$ cat src/rtl/mac_tx_arbiter_pkg.sv
// mac_tx_arbiter_pkg
// Shared definitions for the MAC transmit arbiter:
//   arb_state_t    - arbiter state encoding (IDLE=0, BUSY=1, ABORT=2, DRAIN=3)
//   FRAME_COUNT_W  - width of the completed-frame counter
//   ABORT_COUNT_W  - width of the saturating timeout-abort counter
package mac_tx_arbiter_pkg;

  typedef enum logic [1:0] {
    IDLE  = 2'd0,
    BUSY  = 2'd1,
    ABORT = 2'd2,
    DRAIN = 2'd3
  } arb_state_t;

  localparam int FRAME_COUNT_W = 16;
  localparam int ABORT_COUNT_W = 8;

endpackage

$ cat src/rtl/mac_tx_arbiter_rr_pick.sv
// mac_tx_arbiter_rr_pick
// Combinational round-robin selector. Searches the request vector starting
// at last_grant+1 and wrapping modulo NUM_PORTS; the first requester found
// wins.
// Ports:
//   req        in  NUM_PORTS  request vector
//   last_grant in  GW         index granted most recently
//   valid      out 1          at least one request present
//   index      out GW         winning port index (0 when valid=0)
module mac_tx_arbiter_rr_pick
  import mac_tx_arbiter_pkg::*;
#(
  parameter int NUM_PORTS = 2,
  parameter int GW        = 1
) (
  input  logic [NUM_PORTS-1:0] req,
  input  logic [GW-1:0]        last_grant,
  output logic                 valid,
  output logic [GW-1:0]        index
);

  logic [GW-1:0] cand;

  // Walk the offsets from farthest to nearest so the nearest requester
  // (smallest offset after last_grant) is the final assignment.
  always_comb begin
    valid = 1'b0;
    index = '0;
    cand  = '0;
    for (int k = NUM_PORTS; k >= 1; k--) begin
      cand = GW'((int'(last_grant) + k) % NUM_PORTS);
      if (req[cand]) begin
        valid = 1'b1;
        index = cand;
      end
    end
  end

endmodule

$ cat src/rtl/mac_tx_arbiter.sv
// mac_tx_arbiter
// Packet-level round-robin arbiter sharing the MAC transmit byte stream
// between NUM_PORTS requesters. Frames are never interleaved; a new frame
// is not started while the MAC TX FIFO reports almost-full.
// Optional feature macro: MAC_TX_ARB_TIMEOUT_EN builds the mid-frame source
// stall timeout, which emits one tuser=1/tlast=1 beat and then drains the
// rest of the stalled frame.
// Ports:
//   tx_clk, rst          clock, asynchronous active-high reset
//   s_tdata/tlast/tuser/tvalid/tready   per-port byte streams (port i at [8i+7:8i])
//   m_tdata/tlast/tuser/tvalid/tready   stream to the MAC
//   m_a_full             MAC FIFO almost full; blocks frame starts only
//   grant                current or last granted port
//   busy                 a frame is owned (BUSY, ABORT or DRAIN)
//   frame_count          completed frames forwarded (wraps)
//   abort_count          timeout aborts (saturates; 0 without the feature)
//   state_dbg            current arbiter state
//
// Handshake: a beat transfers on a rising tx_clk edge where valid and ready
// are both high. In BUSY the granted port is a zero-latency combinational
// pass-through, so s_tready[grant] mirrors m_tready and m_tvalid mirrors
// s_tvalid[grant]; ready never waits on valid.
module mac_tx_arbiter
  import mac_tx_arbiter_pkg::*;
#(
  parameter int NUM_PORTS      = 2,
  parameter int TIMEOUT_CYCLES = 1024
) (
  input  logic                         tx_clk,
  input  logic                         rst,
  input  logic [NUM_PORTS*8-1:0]       s_tdata,
  input  logic [NUM_PORTS-1:0]         s_tlast,
  input  logic [NUM_PORTS-1:0]         s_tuser,
  input  logic [NUM_PORTS-1:0]         s_tvalid,
  output logic [NUM_PORTS-1:0]         s_tready,
  output logic [7:0]                   m_tdata,
  output logic                         m_tlast,
  output logic                         m_tuser,
  output logic                         m_tvalid,
  input  logic                         m_tready,
  input  logic                         m_a_full,
  output logic [$clog2(NUM_PORTS)-1:0] grant,
  output logic                         busy,
  output logic [FRAME_COUNT_W-1:0]     frame_count,
  output logic [ABORT_COUNT_W-1:0]     abort_count,
  output logic [1:0]                   state_dbg
);

  localparam int GW = $clog2(NUM_PORTS);

  if (NUM_PORTS < 2 || NUM_PORTS > 8 || TIMEOUT_CYCLES < 2) begin : g_bad_cfg
    $error("mac_tx_arbiter: NUM_PORTS must be 2..8 and TIMEOUT_CYCLES >= 2");
  end

  arb_state_t    state, state_nxt;
  logic [GW-1:0] last_grant;
  logic          pick_valid;
  logic [GW-1:0] pick_index;
  logic          start_frame;
  logic          frame_done;

  logic [7:0]    sel_data;
  logic          sel_last;
  logic          sel_user;
  logic          sel_valid;

  mac_tx_arbiter_rr_pick #(
    .NUM_PORTS (NUM_PORTS),
    .GW        (GW)
  ) u_rr_pick (
    .req        (s_tvalid),
    .last_grant (last_grant),
    .valid      (pick_valid),
    .index      (pick_index)
  );

  // Granted-port view of the source streams.
  always_comb begin
    sel_data  = '0;
    sel_last  = 1'b0;
    sel_user  = 1'b0;
    sel_valid = 1'b0;
    for (int i = 0; i < NUM_PORTS; i++) begin
      if (grant == GW'(i)) begin
        sel_data  = s_tdata[i*8 +: 8];
        sel_last  = s_tlast[i];
        sel_user  = s_tuser[i];
        sel_valid = s_tvalid[i];
      end
    end
  end

  assign start_frame = (state == IDLE) && pick_valid && !m_a_full;
  // A tlast handshake completes the frame even if the timeout expires on
  // the same edge, because a handshake needs the source to be valid.
  assign frame_done  = (state == BUSY) && sel_valid && m_tready && sel_last;

`ifdef MAC_TX_ARB_TIMEOUT_EN
  localparam int TW = $clog2(TIMEOUT_CYCLES + 1);
  logic [TW-1:0] to_cnt;
  logic          timeout_hit;

  // Counts consecutive BUSY cycles with the granted source idle. A MAC
  // stall (valid high, ready low) clears it like any other valid cycle.
  assign timeout_hit = (state == BUSY) && !sel_valid &&
                       (to_cnt == TW'(TIMEOUT_CYCLES - 1));

  always_ff @(posedge tx_clk or posedge rst) begin
    if (rst) begin
      to_cnt <= '0;
    end else if (state != BUSY || sel_valid) begin
      to_cnt <= '0;
    end else begin
      to_cnt <= to_cnt + 1'b1;
    end
  end

  always_ff @(posedge tx_clk or posedge rst) begin
    if (rst) begin
      abort_count <= '0;
    end else if (state == ABORT && m_tready && abort_count != '1) begin
      abort_count <= abort_count + 1'b1;
    end
  end
`else
  assign abort_count = '0;
`endif

  always_ff @(posedge tx_clk or posedge rst) begin
    if (rst) begin
      state <= IDLE;
    end else begin
      state <= state_nxt;
    end
  end

  always_comb begin
    state_nxt = state;
    m_tvalid  = 1'b0;
    m_tdata   = '0;
    m_tlast   = 1'b0;
    m_tuser   = 1'b0;
    s_tready  = '0;
    case (state)
      IDLE: begin
        if (start_frame) state_nxt = BUSY;
      end
      BUSY: begin
        m_tvalid        = sel_valid;
        m_tdata         = sel_data;
        m_tlast         = sel_last;
        m_tuser         = sel_user;
        s_tready[grant] = m_tready;
        if (frame_done) begin
          state_nxt = IDLE;
        end
`ifdef MAC_TX_ARB_TIMEOUT_EN
        else if (timeout_hit) begin
          state_nxt = ABORT;
        end
`endif
      end
`ifdef MAC_TX_ARB_TIMEOUT_EN
      ABORT: begin
        // Synthetic last beat flagged as discard for the MAC.
        m_tvalid = 1'b1;
        m_tlast  = 1'b1;
        m_tuser  = 1'b1;
        if (m_tready) state_nxt = DRAIN;
      end
      DRAIN: begin
        // Swallow the rest of the abandoned frame without forwarding it.
        s_tready[grant] = 1'b1;
        if (sel_valid && sel_last) state_nxt = IDLE;
      end
`endif
      default: state_nxt = IDLE;
    endcase
  end

  always_ff @(posedge tx_clk or posedge rst) begin
    if (rst) begin
      grant       <= '0;
      last_grant  <= GW'(NUM_PORTS - 1);
      frame_count <= '0;
    end else begin
      if (start_frame) begin
        grant      <= pick_index;
        last_grant <= pick_index;
      end
      if (frame_done) frame_count <= frame_count + 1'b1;
    end
  end

  assign busy      = (state != IDLE);
  assign state_dbg = state;

endmodule

$ cat config.mk
export PLATFORM = sky130hd
export DESIGN_NAME = mac_tx_arbiter
export DESIGN_NICKNAME = d
export VERILOG_FILES = /design/src/rtl/mac_tx_arbiter_pkg.sv /design/src/rtl/mac_tx_arbiter_rr_pick.sv /design/src/rtl/mac_tx_arbiter.sv
export SDC_FILE = /design/constraint.sdc
export NUM_CORES = 1
export LEC_CHECK = 0
export ABC_AREA = 1
export CAP_MARGIN = 15
export CORE_ASPECT_RATIO = 0.9
export CORE_UTILIZATION = 40
export DETAILED_ROUTE_END_ITERATION = 6
export PLACE_DENSITY = 0.8
export SLEW_MARGIN = 5
export SYNTH_ARGS = -nofsm -noshare
export SYNTH_HDL_FRONTEND = slang
export SYNTH_SLANG_ARGS = --single-unit
$ cat constraint.sdc
create_clock -name tx_clk -period 1.4 [get_ports tx_clk]
set_input_delay 0.14 -clock tx_clk [delete_from_list [all_inputs] [get_ports tx_clk]]
set_output_delay 0.14 -clock tx_clk [all_outputs]
set_load 0.03 [all_outputs]
; Yosys cells after proc, flatten, opt, wreduce, memory -nomap -nowiden
; Index checks and enable logic that the tools add are counted.
[word_totals]
reg_bits = 20
latch_bits = 0
mem_bits_rw = 0
mem_bits_ro = 0
in_bits = 26
out_inout_bits = 41
memories = 0
[classes]
addsub = 3
multipliers = 0
div = 0
order_cmp = 4
n_eq_ne = 3
shift = 0
n_mux = 22
bitwise_logic = 1
reduce_logical = 10
[op_table]
columns = op, n
row1 = $add A16 B1 Y16 const B, 1
row2 = $mux W8, 2
row3 = $mux W1, 15
row4 = $logic_and A1 B1 Y1, 6
row5 = $lt A1 B2 Y1 const B, 3
row6 = $mux W2, 3
row7 = $ne A2 B2 Y1 const B, 2
row8 = $pmux W2 S2, 1
row9 = $add A1 B1 Y1 const B, 2
row10 = $and A2 B2 Y2, 1
row11 = $eq A2 B1 Y1 const B, 1
row12 = $logic_not A2 Y1, 1
row13 = $reduce_and A2 Y1, 1
row14 = $reduce_bool A2 Y1, 1
row15 = $demux W1 S1, 1
row16 = $ge A1 B1 Y1 const B, 1
row17 = $logic_not A1 Y1, 1

; Longest topological paths before layout
; Gate-level depths: netlist of run 1.
[depth]
word_depth = 9
mapped_depth = 8
depth_no_buf = 8

; Hierarchy
; From an unflattened synthesis of run 1, not the netlist that was laid out.
[hier_totals]
hier_cells = 198
hier_area_um2 = 1341.3
[modules_own_cells]
columns = module, instances, cells_each, area_each_um2, seq_area_each_um2
row1 = mac_tx_arbiter, 1, 195, 1326.3, 476.7
row2 = mac_tx_arbiter_rr_pick, 1, 3, 15.0, 0.0

; Worst setup path before layout of run 1
; OpenSTA, ideal clock, no wires.
[synth_path]
path_type = flip-flop to output port
start = reg grant
end = out s_tready[1]
arrival_time_ns = 1.542
t_required_ns = 1.260
path_slack_ns = -0.282
path_stages_with_launch = 4
path_buffers = 1
cell_sequence = dfrtp_1 > inv_2 > clkbuf_1 > nor3_1
[synth_between]
elab_chain_len = 6
elab_cells_between_ends = 7
cone_classes = order compare: 2 / mux: 3 / bitwise: 1 / reduce/logical: 1
[synth_lines]
columns = item, line_no
row1 = start: declaration, mac_tx_arbiter.sv:42  ; output logic [$clog2(NUM_PORTS)-1:0] grant,
row2 = start signal: assignment, mac_tx_arbiter.sv:188  ; grant <= pick_index;
row3 = $lt A1 B2 Y1 (not written as such) / $ge A1 B1 Y1 (equally long branches), mac_tx_arbiter.sv:153  ; s_tready[grant] = m_tready;
row4 = $logic_and A1 B1 Y1 (not written as such), mac_tx_arbiter.sv:153
row5 = $mux W1 (not written as such), mac_tx_arbiter.sv:153
row6 = $demux W1 S1 (*), mac_tx_arbiter.sv:153
row7 = $and A2 B2 Y2 (no line) (*), -
row8 = $mux W2 (*), mac_tx_arbiter.sv:144  ; case (state)
row9 = end: declaration, mac_tx_arbiter.sv:35  ; output logic [NUM_PORTS-1:0] s_tready,
; Every way passes the cells marked *; elsewhere a longest branch is shown, timed or not.

; Final worst setup path of run 1
[layout_path]
start = reg grant
end = out m_tuser
[layout_between]
elab_chain_len = 2
[layout_lines]
columns = item, line_no
row1 = $mux W1, mac_tx_arbiter.sv:84  ; if (grant == GW'(i)) begin
row2 = $mux W1, mac_tx_arbiter.sv:144
row3 = end: declaration, mac_tx_arbiter.sv:38  ; output logic m_tuser,
; No other way between the ends.

==> results of run 1 <==
-- repair_timing --
action | 4_1_cts | 5_1_grt
pin swaps | 0 | 4
setup buffers | 3 | 2
gates resized for setup | 49 | 31
endpoints found under the setup margin | 31 | 21
-- cell usage after synthesis (2+ instances only) --
| master | n |
|---|---|
| inv_2 | 2 |
| nand3_1 | 8 |
| nor2_2 | 3 |
| buf_4 | 10 |
| buf_6 | 2 |
| nor3_1 | 4 |
| nand2_1 | 62 |
| clkbuf_1 | 2 |
| nor2_1 | 30 |
| dfrtp_1 | 18 |
| inv_1 | 17 |
| nand2_2 | 2 |
| o21ai_0 | 13 |
| nand4_1 | 5 |
| nand3b_1 | 5 |
| xnor2_1 | 3 |
| nand3_2 | 2 |
-- worst max-delay path: stages (launching register included) --
cell	delay, ns
dfrtp_2	0.47
inv_2	0.11
buf_12	0.16
nor2_4	0.04
nor2_4	0.12
buf_6	0.15
-- power groups by stage --
stage	sequential [mW]	clock, mW	combinational, mW
final	0.801	0.380	2.69
after global routing	0.819	0.415	2.86
after CTS	0.791	0.397	2.38
after detailed placement	0.825	0	2.18
after global placement	0.822	0	2.15
after floorplan	0.966	0	1.26
-- cells by family (layout without fill, tap and decap cells) --
kind of cell             Yosys count  in the layout  share of synthesized area, %
AND/OR/NAND/NOR                  122            122                         40.40
buffers and inverters             34             98                         13.65
flip-flops                        19             19                         35.88
AO/OA/AOI/OAI                     15             15                         5.649
XOR/XNOR                           4              4                         3.202
adder cells (fa/ha/maj)            1              1                        0.9415
other                              1              9                        0.2822
-- registers in the layout, summed over array words and instances, names as in the netlist --
register / flops
frame_count: 16
state_dbg: 1
grant: 1
last_grant: 1
-- worst min path at each step --
| stage | end | slack (ns) | cells after the start |
|---|---|---|---|
| floorplan | frame_count[10] | 0.09 | 1 |
| global placement | last_grant | 0.46 | 2 |
| detailed placement | last_grant | 0.46 | 2 |
| CTS | frame_count[8] | 0.21 | 3 |
| global route | frame_count[12] | 0.25 | 3 |
| finish | frame_count[13] | 0.23 | 3 |
-- per-layer routing --
metal | share of wire, % | global-route usage [%] | routed length (um)
met1 | 43 | 28.15 | 1621
met2 | 51 | 33.23 | 1922
met3 | 4.1 | 4.878 | 153
met4 | 1.1 | 3.654 | 42
met5 | 0 | 0 | 0
-- cell type report --
class / instances / area share [%]
multi-input cells: 151 / 40.44
repair buffers: 75 / 30.90
flip-flops and latches: 19 / 21.10
inverters: 19 / 3.233
well taps: 42 / 2.301
clock buffers: 3 / 1.808
clock inverters: 1 / 0.2192
-- stage by stage --
| step | hold slack, ns | setup WS [ns] | cell area [sq um] | setup TNS, ns |
|---|---|---|---|---|
| final | 0.2328 | -0.04946 | 2283 | -0.3139 |
| after detailed placement | 0.4576 | -0.07641 | 2032 | -0.3111 |
| after floorplan | 0.09011 | 0.01670 | 1441 | 0 |
| after global placement | 0.4608 | -0.002155 | 2032 | -0.003426 |
| after CTS | 0.2147 | -0.05518 | 2150 | -0.1866 |
| after global routing | 0.2502 | -0.1157 | 2283 | -1.176 |
==> impl_results.md, run 1 <==
* Status: complete, but fails checks
* Failing checks: negative setup slack
* Vias at about 1500
* Sequential-to-total area share from yosys stat at roughly 36%
* Synth Flop Type: dfrtp_1
* Die X-Extent at about 63 um
* Largest net degree at the start of global routing at 23
* R2R Setup Slk at 0.03 ns
* Multi-input logic area at about 920 sq um
* Core footprint at 3114 sq um
* Util after Layout at 73.32%
* Register area at 481.7 sq um
* Beginning of the worst register-to-register path: grant
* NetSw at about 1.9 mW
* Netlist cell types at 25
* Overflow left after global routing at 0
* Number of CTS-inserted buffers at 3
* Final non-filler cell total at 310
* Register-to-Register Path Depth at 8
* FF-to-FF End: frame_count[14]
* Critical Path Source Type: flop
* Async SR Flop Fraction at 100.0%
* WP data required at approximately 1.3 ns
* Fin crit period at between 1 and 1.5 ns
* Final Hold Viols at 0
* Number of H-tree levels at 1
* Area delta synth->final at 71.85%
* Fin Clk Skew at ~0.004 ns
* Nets at between 200 and 300
* Clk pin slew, worst setup/hold paths at approximately 0.070 ns
* Vias in the first global route at 1282
* Total Power at between 3 and 4 mW
* Lkg Pwr at approximately 1.1 nW
* Area of the die at about 3600 sq um
* # DRC at 0
* Area contributors post-synth: dfrtp_1, nand2_1, nor2_1
* Max Cap Viol at 0
* End of the critical path: m_tuser
* Cell count after synthesis at between 150 and 200
* Worst Path Class, Setup: flop to primary output
* Layout cell share with drive strength beyond 1 at around a third
* Worst vdd ir at between 0.8 and 0.9 mV
* Synthesized area per cell at 6.779 sq um
* Max clock buf depth at 2
* First-pass GRT wire length at roughly 5900 um
* CTS sink count at 19
* Root Driver: clkbuf_8
* Final setup violation count at 11
* Max Freq at between 600 and 700 MHz
* CP Max Fanout at 10
* Post-DP HPWL at approximately 2600 um
* Internal power at roughly 2 mW
* Period utilization at 103.5%
* Crit path from: grant
* # hold bufs at CTS at 0
* Synthesized area at roughly 1300 sq um
* Diode count at 0
* Combinational share of power at a little over two thirds
* FF+latch count, synth at 19
* Number of synthesized flops with an enable pin at 0
* TritonCTS clock tree: done
* Yosys top cell by area: dfrtp_1
* PnR worst setup slack at -0.04946 ns
* WL final at 3740 um
* DRT antenna net count at 0
* Worst-skew pair later-pin latency at between 0.2 and 0.3 ns
* Routability Congestion at a little under 0.8
* WL per Instance at ~12 um
* Input/output buffers at 57
* Initial antenna violation count at 0
* GRT Util Overall at 20.56%
* Power density cells at roughly 1700 nW/um^2
* Most frequent cells in the layout: nand2_1, clkdlybuf4s50_1, buf_4
* I/O pin cnt at 67
* Initial Utilization at approximately 43%
* Dpl cells at 301
* Clk pwr share at 9.8%
* Unrepaired setup endpoints after global routing: true
* Iteration-0 DRC Markers at 42
* Fillers at 230
* Worst setup EP type: primary output
* Vias per inst at approximately 4.7
* Top cell type's share of synthesized area at about a third
* DRT Pass-1 Iters at 4
* Die H at 56.68 um
* # rows at 19
* Reg power frac at 20.7%
* Sw frac at 49.47%
* Synth Warn # at 0
* Pins Over Slew Limit at 0
* Hold Path Class: primary input to asynchronous set/reset pin
* Commonest non-fill, non-tap cell in the layout: nand2_1
* Crit path DAT at ~1.3 ns
Power figures use the tool's default switching activity.
==> run 2: changes to the inputs <==
- CORE_UTILIZATION: 40 -> 36
- PLACE_DENSITY: 0.8 -> 0.76
- SKIP_CTS_REPAIR_TIMING: unset -> 1
- SYNTH_HIERARCHICAL: unset -> 1
- clock period: 1.4 -> 1.24 ns (I/O delays scaled with it)
==> impl_results.md, run 2 <==
* Worst setup EP type: primary output
* Initial Utilization at 38.56% (-4.1 points)
* Final setup violation count at 19 (+8)
* Synthesized area at 1341 sq um (+0.94%)
* Top cell type's share of synthesized area at 33.58% (-0.32 points)
* Most frequent cells in the layout: nand2_1, clkdlybuf4s50_1, buf_4
* Layout cell share with drive strength beyond 1 at 36.84% (+4.4 points)
* Root Driver: clkbuf_8
* Number of synthesized flops with an enable pin at 0 (unchanged)
* I/O pin cnt at 67 (unchanged)
* Crit path top cell by count: buf_4
* Unrepaired setup endpoints after global routing: true
* Slowest stage delay, CP at 0.46 ns (about the same)
* Top Usage Layer GRT: met2
* Overflow left after global routing at 0 (unchanged)
* Commonest non-fill, non-tap cell in the layout: nand2_1
* Worst-skew pair later-pin latency at 0.25 ns (about the same)
* Input/output buffers at 57 (unchanged)
* Combinational share of power at 68.1% (-1.4 points)
* # DRC at 0 (unchanged)
* Yosys top cell by area: dfrtp_1
* Number of CTS-inserted buffers at 3 (unchanged)
* CP Max Fanout at 6 (-4)
* Status: complete, but fails checks
* Area of the die at 3974 sq um (+12%)
* GRT Util Overall at 19.23% (-1.3 points)
* Crit path DAT at 1.31 ns (about the same)
* Synth Warn # at 6 (+6)
* Iteration-0 DRC Markers at 80 (+90%)
* Cell count after synthesis at 198 (+1.0%)
* Grt met2 use at 34.84% (+1.6 points)
* Power density cells at 1854 nW/um^2 (+9.2%)
* Hold Path Class: primary input to asynchronous set/reset pin
* Reg power frac at 21.8% (+1.1 points)
* Die H at 59.91 um (+5.7%)
* Biggest register: frame_count
* Vias per inst at 4.616 (-1.7%)
* Fin Clk Skew at 0.001709 ns (-0.002258 ns)
* Largest net degree at the start of global routing at 24 (+4.3%)
* Netlist cell types at 27 (+8.0%)
* DRT Pass-1 Iters at 4 (unchanged)
* Fillers at 307 (+33%)
* Number of H-tree levels at 1 (unchanged)
* Dpl cells at 305 (+1.3%)
* Area contributors post-synth: dfrtp_1, nand2_1, nor2_1
* Vias in the first global route at 1331 (+3.8%)
* Max reg flops at 16 (unchanged)
* PnR worst setup slack at -0.1943 ns (-0.1448 ns)
* Worst Path Buf+Inv at 2 (-1)
* Pins Over Slew Limit at 0 (unchanged)
* Clk pin slew, worst setup/hold paths at 0.07 ns (about the same)
* Grt met3 use at 4.580% (-0.30 points)
* Fin crit period at roughly 1.4 ns
* Util after Layout at 65.68% (-7.6 points)
* Sw frac at 48.43% (-1.0 points)
* Clk pwr share at 10.1% (+0.3 points)
* Routability Congestion at 0.7941 (+1.4%)
* CTS sink count at 19 (unchanged)
* WHS at 0.1885 ns (-0.04429 ns)
* Sum of negative setup slack at -2.047 ns (-1.733 ns)
* Area delta synth->final at 70.34%
* WL per Instance at 11.49 um (-4.7%)
* CP max-delay cell: dfrtp_2
* Failing checks: negative setup slack
* Commonest cells post-synth: nand2_1, nor2_1, dfrtp_1
* Diode count at 0 (unchanged)
* Max clock buf depth at 2 (unchanged)
* Top-count cell post-synth: nand2_1
* Final Hold Viols at 0 (unchanged)
* Internal power at 2.184 mW (+12%)
* Post-DP HPWL at 2737 um (+7.1%)
* Lkg Pwr at 1.213 nW (+10%)
* Vias at 1431 (-1.7%)
* Worst vdd ir at 1.297 mV (+49%)
* TritonCTS clock tree: done
* FF+latch count, synth at 19 (unchanged)
* Max Freq at 697.2 MHz
* Register-to-Register Path Depth at 7 (-1)
* Delay-heaviest family, CP: flip-flops
* Crit path depth at 4 (-1)
* # rows at 20 (+1)
* WP data required at 1.12 ns (-0.14 ns)
* Worst path cell trace: buf_4 > o21ai_1 > nor2_4 > buf_4
* Critical Path Source Type: flop
* Sequential-to-total area share from yosys stat at 35.54% (-0.33 points)
* Initial antenna violation count at 0 (unchanged)
* Period utilization at 115.7%
* Worst Path Class, Setup: flop to primary output
* DRT antenna net count at 0 (unchanged)
* Synthesized area per cell at 6.774 sq um (about the same)
* Nets at 294 (-0.68%)
* Async SR Flop Fraction at 100.0% (unchanged)
* Die X-Extent at 66.34 um (+5.7%)
* Final non-filler cell total at 310 (unchanged)
* WL final at 3563 um (-4.7%)
* Max Cap Viol at 0 (unchanged)
* First-pass GRT wire length at 5782 um (-1.3%)
* NetSw at 2.051 mW (+7.0%)
* Core footprint at 3478 sq um (+12%)
* Synth Flop Type: dfrtp_1
* Met1 GRT Util at 23.44% (-4.7 points)
-- run 2: changes by cell type in the layout (fill, tap and decap cells not counted), moves of 3 or more --
cell            previous run  this run
buf_4                     21        25
dfrtp_1                   14         6
dfrtp_2                    4        12
dlygate4sd2_1             18         0
dlymetal6s2s_1             0        12
nand2_1                   60        53
nand2_2                    1         5
nor2_4                    15        11
o21ai_1                    2         8
o21ai_4                    4         1
-- run 2: tightest hold or removal path, cell delays in order --
cell and delay (ns):
clkdlybuf4s50_1 0.39, inv_1 0.05, buf_4 0.25
-- run 2: worst paths after layout --
check                           start         endpoint  slack (ns)
max                             grant       m_tdata[1]       -0.19
min                               rst   frame_count[1]        0.19
max reg2reg                     grant  frame_count[15]       -0.08
min reg2reg                last_grant       last_grant        0.47
max in group asynchronous         rst       last_grant        0.79
min in group tx_clk        last_grant       last_grant        0.47
-- run 2: logic make-up after synthesis --
group	count (synthesis)	synth area share (%)
AND/OR/NAND/NOR	117	38.90
flip-flops	19	35.54
other	1	0.2796
adder cells (fa/ha/maj)	1	0.9327
XOR/XNOR	4	3.172
AO/OA/AOI/OAI	17	6.343
buffers and inverters	39	14.83
-- run 2: area by class of cell --
type                            count  area, sq um  share of cell area, %
Clock buffer                        4        45.04                  1.972
Inverter                           24        98.84                  4.326
Multi-Input combinational cell    148        878.3                  38.44
Sequential cell                    19        491.7                  21.52
Tap cell                           44        55.05                  2.410
Timing Repair Buffer               71        715.7                  31.33
-- run 2: power groups by stage --
stage / clock [mW] / combinational [mW] / sequential, mW
CTS: 0.440 / 2.58 / 0.906
floorplan: 0 / 1.51 / 1.10
detailed placement: 0 / 2.57 / 0.916
global placement: 0 / 2.53 / 0.911
global route: 0.464 / 3.06 / 0.942
finish: 0.427 / 2.88 / 0.924
-- run 2: per-layer routing --
layer  up-vias  wire [um]
met5         -          0
met4         0         29
met3         4        116
met2        24       1834
met1       665       1582
li1        738          -
-- run 2: through the flow --
stage / worst slack [ns] / instance area, sq um / power [mW]
finish: -0.1943 / 2285 / 4.235
global route: -0.2424 / 2285 / 4.462
CTS: -0.3091 / 2123 / 3.924
detailed placement: -0.2239 / 2078 / 3.491
global placement: -0.1631 / 2078 / 3.438
floorplan: -0.05652 / 1505 / 2.610
==> run 3: changes to the inputs <==
- CORE_ASPECT_RATIO: 0.9 -> 1.4
- CTS_CLUSTER_DIAMETER: unset -> 100
- SLEW_MARGIN: 5 -> 20
==> impl_results.md, run 3 (same netlist as run 2, synthesis figures left out) <==
* Status: complete, but fails checks
* Failing checks: negative setup slack
* Critical Path Source Type: flop
* Worst Path Buf+Inv at 3 (+1)
* Iteration-0 DRC Markers at 12 (-85%)
* DRT met1 WL at 1459 um (-7.8%)
* Fin Clk Skew at 0.005826 ns (+0.004117 ns)
* Diode count at 0 (unchanged)
* Pins Over Slew Limit at 0 (unchanged)
* TritonCTS clock tree: done
* Layout cell share with drive strength beyond 1 at 37.08% (+0.24 points)
* Crit path top cell by count: buf_4
* Area of the die at 3977 sq um (about the same)
* R2R Setup Slk at -0.13 ns (-0.05 ns)
* Final non-filler cell total at 307 (-0.97%)
* Number of CTS-inserted buffers at 3 (unchanged)
* Biggest register: frame_count
* DRT antenna net count at 0 (unchanged)
* # rows at 25 (+25%)
* Dpl cells at 304 (-0.33%)
* Lkg Pwr at 1.203 nW (-0.80%)
* Root Driver: clkbuf_8
* First-pass GRT wire length at 5533 um (-4.3%)
* Delay-heaviest family, CP: buffers and inverters
* Initial Utilization at 38.63% (+0.069 points)
* WL final at 3699 um (+3.8%)
* Post-DP HPWL at 2733 um (-0.12%)
* GRT Util Overall at 18.69% (-0.54 points)
* Beginning of the worst register-to-register path: grant
* Uppermost layer routed: met4
* Register area at 491.7 sq um (unchanged)
* Worst setup EP type: primary output
* DR WL met3 at 181 um (+56%)
* Total Power at 4.323 mW (+2.1%)
* Nets at 295 (+0.34%)
* Multi-input logic area at 885.9 sq um (+0.85%)
* Slowest stage delay, CP at 0.46 ns (about the same)
* Crit path DAT at 1.35 ns (+0.04 ns)
* Register-to-Register Path Depth at 9 (+2)
* Max clock buf depth at 2 (unchanged)
* Worst-skew pair later-pin latency at 0.26 ns (about the same)
* Core footprint at 3472 sq um (-0.18%)
* Worst path cell trace: buf_6 > o21ai_1 > buf_4 > nor2_4 > buf_4
* CP max-delay cell: dfrtp_2
* Worst Path Class, Setup: flop to primary output
* Max Cap Viol at 0 (unchanged)
* Unrepaired setup endpoints after global routing: true
* Die H at 74.22 um (+24%)
* Largest net degree at the start of global routing at 24 (unchanged)
* Vias in the first global route at 1329 (-0.15%)
* CP Max Fanout at 8 (+2)
* FF-to-FF End: frame_count[12]
* Fillers at 284 (-7.5%)
* Clk pin slew, worst setup/hold paths at 0.08 ns (about the same)
* Most frequent cells in the layout: nand2_1, clkdlybuf4s50_1, buf_4
* Period utilization at 118.6% (+2.9 points)
* Worst vdd ir at 1.461 mV (+13%)
* Final Hold Viols at 0 (unchanged)
* Power density cells at 1881 nW/um^2 (+1.5%)
* Vias per inst at 4.821 (+4.4%)
* Number of H-tree levels at 1 (unchanged)
* PnR worst setup slack at -0.2305 ns (-0.03622 ns)
* DRT Pass-1 Iters at 4 (unchanged)
* Met2 WL at 2007 um (+9.4%)
* Input/output buffers at 57 (unchanged)
* WP data required at 1.12 ns (about the same)
* Commonest non-fill, non-tap cell in the layout: nand2_1
* Final setup violation count at 27 (+8)
* Initial antenna violation count at 0 (unchanged)
* Vias at 1480 (+3.4%)
* Routability Congestion at 0.7673 (-3.4%)
* # DRC at 0 (unchanged)
* WL per Instance at 12.05 um (+4.8%)
* Hold Path Class: primary input to asynchronous set/reset pin
* CTS sink count at 19 (unchanged)
* Die X-Extent at 53.59 um (-19%)
* Overflow left after global routing at 0 (unchanged)
* Max Freq at 680.0 MHz (-2.5%)
* Area delta synth->final at 71.36%
* Fin crit period at 1.470 ns (+0.03622 ns)
* Max reg flops at 16 (unchanged)
* I/O pin cnt at 67 (unchanged)
## run 3: cell types whose count changed in the layout (fill, tap and decap cells not counted), sizes merged
cell | before | now
buf | 33 | 35
clkbuf | 5 | 4
clkinvlp | 0 | 1
dlymetal6s2s | 12 | 11
## run 3: metal layers
metal  vias up  global-route usage (%)
met1       695                   21.53
met3         5                   2.658
met5         -                       0
met4         0                   7.018
met2        46                   33.89
li1        734                       -
## run 3: cell type report
cell class	instances	area share (%)
Clock inverter	1	0.3266
Timing Repair Buffer	72	31.57
Clock buffer	3	1.796
Inverter	24	4.192
Multi-Input combinational cell	148	38.54
Sequential cell	19	21.39
Tap cell	40	2.177
## run 3: worst max-delay path by stage
stage / startpoint / endpoint / slack [ns] / depth (start not counted)
floorplan: frame_count[0] / frame_count[10] / -0.06 / 8
finish: grant / m_tuser / -0.23 / 5
detailed placement: s_tlast[1] / frame_count[15] / -0.19 / 9
global placement: s_tlast[1] / frame_count[12] / -0.17 / 9
global route: grant / m_tuser / -0.28 / 5
CTS: grant / m_tdata[6] / -0.30 / 4
## run 3: where the power goes
group / internal (mW) / total (mW) / switching (mW)
Combinational: 1.25 / 2.96 / 1.72
Clock: 0.227 / 0.448 / 0.221
Sequential: 0.759 / 0.910 / 0.151
Total: 2.24 / 4.32 / 2.09
## run 3: worst register-to-register path, cell delays in order (launching register included)
cell,delay (ns)
dfrtp_2,0.44
buf_4,0.15
nor2_4,0.03
nor2_2,0.08
nand2_2,0.09
nor2_4,0.11
buf_12,0.17
nand3_1,0.09
nand2_1,0.06
nand2_1,0.05
## run 3: metrics by stage
stage / setup slack (ns) / setup TNS (ns) / hold WS, ns / area [sq um] / util, %
2_1_floorplan: -0.05652 / -0.2210 / 0.07355 / 1505 / -
3_3_place_gp: -0.1675 / -2.455 / 0.4531 / 2093 / 60.29
3_5_place_dp: -0.1908 / -2.646 / 0.4670 / 2093 / 60.29
4_1_cts: -0.3020 / -5.553 / 0.1826 / 2142 / 61.69
5_1_grt: -0.2807 / -5.375 / 0.2076 / 2298 / 66.20
6_report: -0.2305 / -2.833 / 0.1748 / 2298 / 66.20
